$ cat src/rtl/perf_pkg.sv
// perf_pkg: shared types and register map for the performance-counter CSR block
package perf_pkg;
  typedef enum logic [1:0] {IDLE, RUN, DONE} perf_state_t;
  localparam logic [2:0] REG_CTRL   = 3'd0;
  localparam logic [2:0] REG_CYC_LO = 3'd1;
  localparam logic [2:0] REG_CYC_HI = 3'd2;
  localparam logic [2:0] REG_CHG_LO = 3'd3;
  localparam logic [2:0] REG_CHG_HI = 3'd4;
  localparam logic [2:0] REG_FINAL  = 3'd5;
  localparam int CTRL_START = 0;
  localparam int CTRL_STOP  = 1;
  localparam int CTRL_CLEAR = 2;
endpackage

$ cat src/rtl/sat_counter32.sv
// sat_counter32: 32-bit saturating counter with sticky overflow and synchronous clear
module sat_counter32
  import perf_pkg::*;
(
  input  logic        clk,
  input  logic        resetN,
  input  logic        clr,
  input  logic        inc,
  output logic [31:0] count,
  output logic        ovf
);
  // clear beats increment; an increment at all-ones leaves count and flags overflow
  always_ff @(posedge clk or negedge resetN)
    if (!resetN) begin
      count <= '0;
      ovf   <= 1'b0;
    end else if (clr) begin
      count <= '0;
      ovf   <= 1'b0;
    end else if (inc) begin
      if (&count) ovf <= 1'b1;
      else count <= count + 32'd1;
    end
endmodule

$ cat src/rtl/perf_csr.sv
// perf_csr: bus-mapped cycle / PC-change counters with start, stop, clear and final-PC auto-stop
module perf_csr
  import perf_pkg::*;
#(
  parameter logic [15:0] BASE_ADDR = 16'hFF00,
  parameter logic [15:0] FINAL_PC  = 16'hFFFF
) (
  input  logic        cpu_clk,
  input  logic        resetN,
  input  logic [15:0] pc,
  input  logic [15:0] addr,
  input  logic        wr_en,
  input  logic [15:0] wr_data,
  input  logic        rd_en,
  output logic [15:0] rd_data,
  output logic        rd_valid,
  output logic        running,
  output logic        finished
);
  perf_state_t state;
  logic [15:0] rel, prev_pc, final_reg, cyc_shadow, chg_shadow, rd_mux;
  logic [31:0] cyc, chg;
  logic [2:0]  off;
  logic        hit, rd_hit, wr_ctrl, clear, stop, start, cyc_ovf, chg_ovf;
  // window decode relative to the base, so the window may sit anywhere in the map
  assign rel     = addr - BASE_ADDR;
  assign hit     = rel < 16'd8;
  assign off     = rel[2:0];
  assign rd_hit  = rd_en & hit;
  assign wr_ctrl = wr_en & hit & (off == REG_CTRL);
  // only the highest-priority control bit acts: CLEAR > STOP > START
  assign clear   = wr_ctrl & wr_data[CTRL_CLEAR];
  assign stop    = wr_ctrl & ~wr_data[CTRL_CLEAR] & wr_data[CTRL_STOP];
  assign start   = wr_ctrl & ~wr_data[CTRL_CLEAR] & ~wr_data[CTRL_STOP] & wr_data[CTRL_START];
  assign running  = state == RUN;
  assign finished = state == DONE;
  sat_counter32 u_cyc (
    .clk(cpu_clk), .resetN(resetN), .clr(clear), .inc(state == RUN),
    .count(cyc), .ovf(cyc_ovf)
  );
  sat_counter32 u_chg (
    .clk(cpu_clk), .resetN(resetN), .clr(clear), .inc(state == RUN && pc != prev_pc),
    .count(chg), .ovf(chg_ovf)
  );
  // run-control FSM; STOP is checked before the final-PC match so it wins a tie
  always_ff @(posedge cpu_clk or negedge resetN)
    if (!resetN) state <= IDLE;
    else if (clear) state <= IDLE;
    else if (state == RUN && stop) state <= IDLE;
    else if (state == IDLE && start) state <= RUN;
    else if (state == RUN && pc == final_reg) state <= DONE;
  // previous PC tracked every cycle so the first RUN cycle compares against real history
  always_ff @(posedge cpu_clk or negedge resetN)
    if (!resetN) prev_pc <= '0;
    else prev_pc <= pc;
  // FINAL compare register, software writable
  always_ff @(posedge cpu_clk or negedge resetN)
    if (!resetN) final_reg <= FINAL_PC;
    else if (wr_en && hit && off == REG_FINAL) final_reg <= wr_data;
  // LO reads latch the matching HI half so a LO/HI pair reads one coherent 32-bit value
  always_ff @(posedge cpu_clk or negedge resetN)
    if (!resetN) begin
      cyc_shadow <= '0;
      chg_shadow <= '0;
    end else if (clear) begin
      cyc_shadow <= '0;
      chg_shadow <= '0;
    end else if (rd_hit) begin
      if (off == REG_CYC_LO) cyc_shadow <= cyc[31:16];
      if (off == REG_CHG_LO) chg_shadow <= chg[31:16];
    end
  // read mux sees pre-edge values, so reads colliding with writes return old data
  always_comb begin
    rd_mux = '0;
    case (off)
      REG_CTRL:   rd_mux = {12'b0, cyc_ovf | chg_ovf, finished, running, 1'b0};
      REG_CYC_LO: rd_mux = cyc[15:0];
      REG_CYC_HI: rd_mux = cyc_shadow;
      REG_CHG_LO: rd_mux = chg[15:0];
      REG_CHG_HI: rd_mux = chg_shadow;
      REG_FINAL:  rd_mux = final_reg;
      default:    rd_mux = '0;
    endcase
  end
  // registered read port; data holds between reads
  always_ff @(posedge cpu_clk or negedge resetN)
    if (!resetN) begin
      rd_data  <= '0;
      rd_valid <= 1'b0;
    end else begin
      rd_valid <= rd_hit;
      if (rd_hit) rd_data <= rd_mux;
    end
endmodule
$ cat config.mk
export PLATFORM = sky130hd
export DESIGN_NAME = perf_csr
export DESIGN_NICKNAME = d
export VERILOG_FILES = /design/src/rtl/perf_pkg.sv /design/src/rtl/sat_counter32.sv /design/src/rtl/perf_csr.sv
export SDC_FILE = /design/constraint.sdc
export NUM_CORES = 1
export LEC_CHECK = 0
export ABC_AREA = 1
export ABC_CLOCK_PERIOD_IN_PS = 4800
export CAP_MARGIN = 20
export CORE_MARGIN = 2
export CORE_UTILIZATION = 45
export DETAILED_ROUTE_END_ITERATION = 7
export PLACE_DENSITY = 0.69
export SLEW_MARGIN = 20
export SYNTH_ARGS = -nofsm -noshare
export SYNTH_HDL_FRONTEND = slang
export SYNTH_SLANG_ARGS = --single-unit
export TNS_END_PERCENT = 10
$ cat constraint.sdc
create_clock -name cpu_clk -period 4.8 [get_ports cpu_clk]
set_input_delay 0.96 -clock cpu_clk [delete_from_list [all_inputs] [get_ports cpu_clk]]
set_output_delay 0.96 -clock cpu_clk [all_outputs]
set_load 0.005 [all_outputs]
==> results of run 1 <==
cell type report:
| cell class | instances | area (sq um) | area share, % |
|---|---|---|---|
| Multi-Input combinational cell | 992 | 4510 | 42.2 |
| Clock buffer | 17 | 425 | 3.98 |
| Sequential cell | 149 | 3750 | 35.0 |
| Timing Repair Buffer | 80 | 806 | 7.53 |
| Tap cell | 270 | 338 | 3.16 |
| Clock inverter | 15 | 179 | 1.67 |
| Inverter | 182 | 684 | 6.40 |
worst max-delay path, stage by stage:
cell             delay [ns]
clkdlybuf4s50_1        0.51
nand2_1                0.07
nor2_1                 0.08
nand4_1                0.07
nor2_1                 0.17
nand4_2                0.82
buf_4                  0.54
nand2_1                0.09
inv_1                  0.04
nand2_1                0.06
nand2_1                0.06
how the worst min path moves through the flow:
stage	slack, ns	start	cells past startpoint	endpoint
final	0.48	resetN	1	u_cyc.count[22]
after global routing	0.52	u_cyc.ovf	2	u_cyc.ovf
after CTS	0.48	u_cyc.ovf	2	u_cyc.ovf
after detailed placement	0.46	u_cyc.ovf	2	u_cyc.ovf
after global placement	0.46	u_cyc.ovf	2	u_cyc.ovf
after floorplan	0.45	u_cyc.ovf	2	u_cyc.ovf
cells in the mapped netlist (all sizes together):
cell type  count
a21oi          3
nor2         188
or2            1
a21boi         2
nor3b          5
o22ai         27
dfstp         16
buf           25
inv          179
clkbuf        16
nand3         87
o211ai         1
o2111ai        3
nand2        518
nand4         12
clkinv         3
o21ai         57
nor3          23
xnor2          6
dfrtp        133
ha             2
a211oi         6
xor2          29
nand3b        22
metrics by stage:
stage               cells  utilization, %  hold WS, ns
floorplan            1364               -        0.446
global placement     1672            50.0        0.463
detailed placement   1672            50.0        0.465
CTS                  1704            53.0        0.484
global route         1705            53.0        0.518
finish               1705            53.0        0.479
power groups by stage:
stage | Combinational [mW] | Sequential, mW | Clock (mW)
2_1_floorplan | 0.0479 | 1.29 | 0
3_3_place_gp | 0.142 | 1.29 | 0
3_5_place_dp | 0.145 | 1.29 | 0
4_1_cts | 0.145 | 1.27 | 1.37
5_1_grt | 0.161 | 1.27 | 1.44
6_report | 0.143 | 1.27 | 1.35
per-layer routing:
| metal | up-vias | global-route usage [%] | part of all wire [%] |
|---|---|---|---|
| li1 | 4344 | - | - |
| met1 | 3973 | 36.6 | 47 |
| met2 | 248 | 38.6 | 45 |
| met3 | 38 | 3.76 | 5.4 |
| met4 | 0 | 7.74 | 2.3 |
| met5 | - | 0 | 0 |
kinds of logic (layout without fill, tap and decap cells):
| logic type | count (synthesis) | after routing | synth area share (%) |
|---|---|---|---|
| compound gates | 99 | 99 | 6.40 |
| xor+xnor | 35 | 35 | 3.33 |
| fa+ha+maj | 2 | 2 | 0.272 |
| buf+inv | 223 | 294 | 10.3 |
| flops | 149 | 149 | 40.7 |
| simple gates | 856 | 856 | 39.0 |
==> run metrics, run 1 <==
status=finished, final reports clean; DR vias/cell=5.05; FF-to-FF End=u_cyc.count[24]; Hold Fails Final Rpt=0; number of global-route vias before repair=8260; routability cong.=0.941; Pleak=5.54 nW; Rows=52; later-pin clock latency in the skew report=0.44 ns; Worst-Margin Slew=1.06 ns; internal power=a little over 2 mW; fin crit period=3.17 ns; Place WS=1.22 ns; R2R setup slack=2.15 ns; WP data required=around 5.1 ns; I/O Buffers=70; Placed Instance Area=slightly above 10000 sq um; clk sink count=approximately 150; top cell type's share of synthesized area=36.1%; startpoint class of the critical path=primary input; Net Sw Frac=26.6%; routed wire length=between 20 and 30 mm; PnR worst setup slack=1.63 ns; GRT Total Usage=25.1%; sequential area share after synthesis=40.7%; area leader, netlist=dfrtp_1; Die W=roughly 150 microns; Synth warnings=0; total power draw=2.76 mW; fin. max-slew vios=0; CTS root buffer=clkbuf_16; first-pass GRT wire length=43.2 mm; residual DRC count=0; clock power share=approximately half; post-CTS sizing=0; final worst path period share=66.1%; Final HPWL DP=between 15 and 20 mm; largest net degree at the start of global routing=93; Fmax=between 300 and 400 MHz; area grow syn2layout=16.1%; r2r startpoint=u_cyc.count[0]; Critical path origin=addr[10]; clock slew at the register clock pins of the worst setup and hold paths=approximately 0.07 ns; die area=21600 sq um; most frequent cells in the layout=nand2_1, nor2_1, inv_1; commonest non-fill, non-tap cell in the layout=nand2_1; antenna cells=0; routed vias=~8600; setup bufs post-CTS=0; Max Cap Viol=0; Hold Buf Count CTS=0; switching power=0.734 mW; routed length per instance=15.0 microns; chip height=147 microns; Netlist Area Pre-Place=9220 sq um; synth top area cells=dfrtp_1, nand2_1, nor2_1, inv_1, dfstp_2; syn_nets=around 1400; Crit Path Max Fanout=34; Final ANT Viol Nets=0; Setup Viol. Count Final=0; IO Count=71; FF+latch count, synth=~150; Peak VDD IR=277 uV; Setup CP Type=primary input to flop; R2R cell count=11; core area=20200 sq um; Netlist cell types=39; Iter 0 DRT Violations=between 700 and 800; skew final=0.0137 ns; # nets final=~1500; initial core utilization=45.7%; drt first pass iters=5; Post-Synthesis Cells=1364; clock buffer count from CTS=17; CP endpoint=u_chg.count[6]; Crit. End Element=flop; biggest regs=u_chg.count (32), u_cyc.count (32); CTS tree=done; fillcell total=2035; Clock Tree Buf Depth=2; initial antenna violation count=0; Pwr Density=about 260 nW/um^2; RSZ-0062 raised after global routing=no; Hold Path Class=primary input to asynchronous set/reset pin; setup TNS=0 ns; total grt overflow=0; Syn Area/Cell=roughly 6.8 sq um; CP Data Arrival Time=3.50 ns; H-tree Lvls=4; combinational share of power=5.2%; share of cells above drive strength 1=under 10%; relative slew slack=about 29%; Seq pwr share=a little under half; fin area=10700 sq um
(Power assumes the default switching activity.)
==> run 2: changes to the inputs <==
- ABC_CLOCK_PERIOD_IN_PS: 4800 -> 2500
- PLACE_DENSITY: 0.69 -> 0.72
- clock period: 4.8 -> 2.5 ns (I/O delays scaled with it)
==> run 2 against run 1 <==
  * Clock skew shrank 0.0050 ns
  * Non-clock buffer count grew 21
  * Die area is the same
  * Via count grew 1.2%
  * Setup slack lost 1.5 ns
  * Register-to-register slack lost 1.9 ns
  * Critical endpoint is now running
  * Largest cell class unchanged
  * Highest routed layer unchanged
==> run metrics, run 2 (synthesis gave the netlist of run 1 again) <==
Pleak=5.64 nW (+1.9%); status=finished, final reports clean; routed wire length=25.9 mm (+1.1%); skew final=0.00870 ns (-0.00504 ns); Peak VDD IR=460 uV (+66%); Util after Layout=53.9% (+0.89 points); Crit. End Element=output port; die area=21600 sq um (unchanged); largest net degree at the start of global routing=65 (-30%); total grt overflow=0 (unchanged); gr busiest metal=met2; Final HPWL DP=19.5 mm (+4.3%); initial antenna violation count=0 (unchanged); CP Data Arrival Time=1.88 ns (-1.62 ns); routed vias=8706 (+1.2%); Iter 0 DRT Violations=602 (-17%); first-pass GRT wire length=42.5 mm (-1.7%); WP data required=2.00 ns (-3.12 ns); Final Hold Slack=0.484 ns (+0.00569 ns); # nets final=1497 (+1.4%); Critical path origin=state[1]; total power draw=5.27 mW (+91%); clock buffer count from CTS=17 (unchanged); R2R setup slack=0.25 ns (-1.90 ns); met3 usage in global routing=4.16% (+0.40 points); GR Util met1=34.7% (-1.9 points); Rows=52 (unchanged); Fmax=roughly 420 MHz; Final ANT Viol Nets=0 (unchanged); clk sink count=149 (unchanged); drt first pass iters=5 (unchanged); hold path startpoint=u_cyc.ovf; r2r startpoint=u_cyc.count[0]; fin. max-slew vios=0 (unchanged); setup bufs post-CTS=0 (unchanged); placed cells=1693 (+1.3%); routability cong.=0.898 (-4.6%); Hold Fails Final Rpt=0 (unchanged); chip height=147 microns (unchanged); setup TNS=0 ns (unchanged); share of cells above drive strength 1=7.69% (+1.3 points); biggest regs=u_chg.count (32), u_cyc.count (32); H-tree Lvls=4 (unchanged); fin crit period=2.38 ns; startpoint class of the critical path=flop; Clock Tree Buf Depth=2 (unchanged); area grow syn2layout=18.0%; CTS root buffer=clkbuf_16; IO Count=71 (unchanged); antenna cells=0 (unchanged); routed length per instance=15.0 microns (-0.12%); commonest non-fill, non-tap cell in the layout=nand2_1; relative slew slack=65.5% (+36 points); core area=20200 sq um (unchanged); number of global-route vias before repair=8226 (-0.41%); later-pin clock latency in the skew report=0.44 ns (about the same); most frequent cells in the layout=nand2_1, nor2_1, inv_1; Die W=147 microns (unchanged); non-filler cells, final=1726 (+1.2%); Setup CP Type=flop to output port; final worst path period share=between 90% and 100%; residual DRC count=0 (unchanged); Worst-Margin Slew=0.516 ns (-0.546 ns); DR vias/cell=5.04 (about the same); Crit Path Max Fanout=5 (-85%); Pwr Density=484 nW/um^2 (+88%); I/O Buffers=70 (unchanged); Max Cap Viol=0 (unchanged); Setup Viol. Count Final=0 (unchanged); RSZ-0062 raised after global routing=no; clock slew at the register clock pins of the worst setup and hold paths=0.07 ns (about the same); Hold Path Class=flop to flop; met2 usage=39.6% (+1.0 points); initial core utilization=45.7% (unchanged); GRT Total Usage=24.8% (-0.23 points); CTS tree=done
-- run 2: layer usage --
| layer | routed length (microns) | up-vias |
|---|---|---|
| li1 | - | 4381 |
| met1 | 12000 | 4036 |
| met2 | 12000 | 248 |
| met3 | 1460 | 41 |
| met4 | 506 | 0 |
| met5 | 0 | - |
-- run 2: area by class of cell --
type | count | area (sq um)
Timing Repair Buffer | 101 | 1010
Fill cell | 1974 | 9300
Multi-Input combinational cell | 992 | 4510
Inverter | 182 | 684
Tap cell | 270 | 338
Sequential cell | 149 | 3750
Clock inverter | 15 | 151
Clock buffer | 17 | 425
-- run 2: per-stage QoR --
step | setup slack (ns) | instance area (sq um)
final | 0.117 | 10900
after floorplan | 0.836 | 9220
after global routing | 0.0617 | 10900
after detailed placement | 0.104 | 10300
after CTS | 0.137 | 10900
after global placement | 0.174 | 10300
-- run 2: where the power goes --
part,total (mW),switching [mW],internal (mW),leakage (nW)
clock network,2.54,1.21,1.33,0.280
logic,0.291,0.161,0.130,3.55
registers,2.43,0.00683,2.43,1.81
total,5.27,1.38,3.89,5.64
-- run 2: critical path: stages (launching register included) --
cell and delay, ns:
dfrtp_1 0.38, inv_1 0.09, nand2_1 0.19, inv_1 0.24, clkdlybuf4s50_1 0.54
-- run 2: worst paths after layout --
path,to,cells past startpoint
hold reg to reg,u_cyc.ovf,2
setup / recovery,running,4
min in group asynchronous,u_chg.count[31],2
setup reg to reg,u_cyc.count[14],11
max in group asynchronous,u_cyc.count[14],3
hold / removal,u_cyc.ovf,2
-- run 2: timing repair --
item                      CTS  global route
resized for setup           0             0
hold endpoints to repair   23             0
hold buffers                1             0
==> run 3: changes to the inputs <==
- SLEW_MARGIN: 20 -> 40
==> results of run 3 <==
The final DEF is identical to that of run 2; final timing and power are the same.
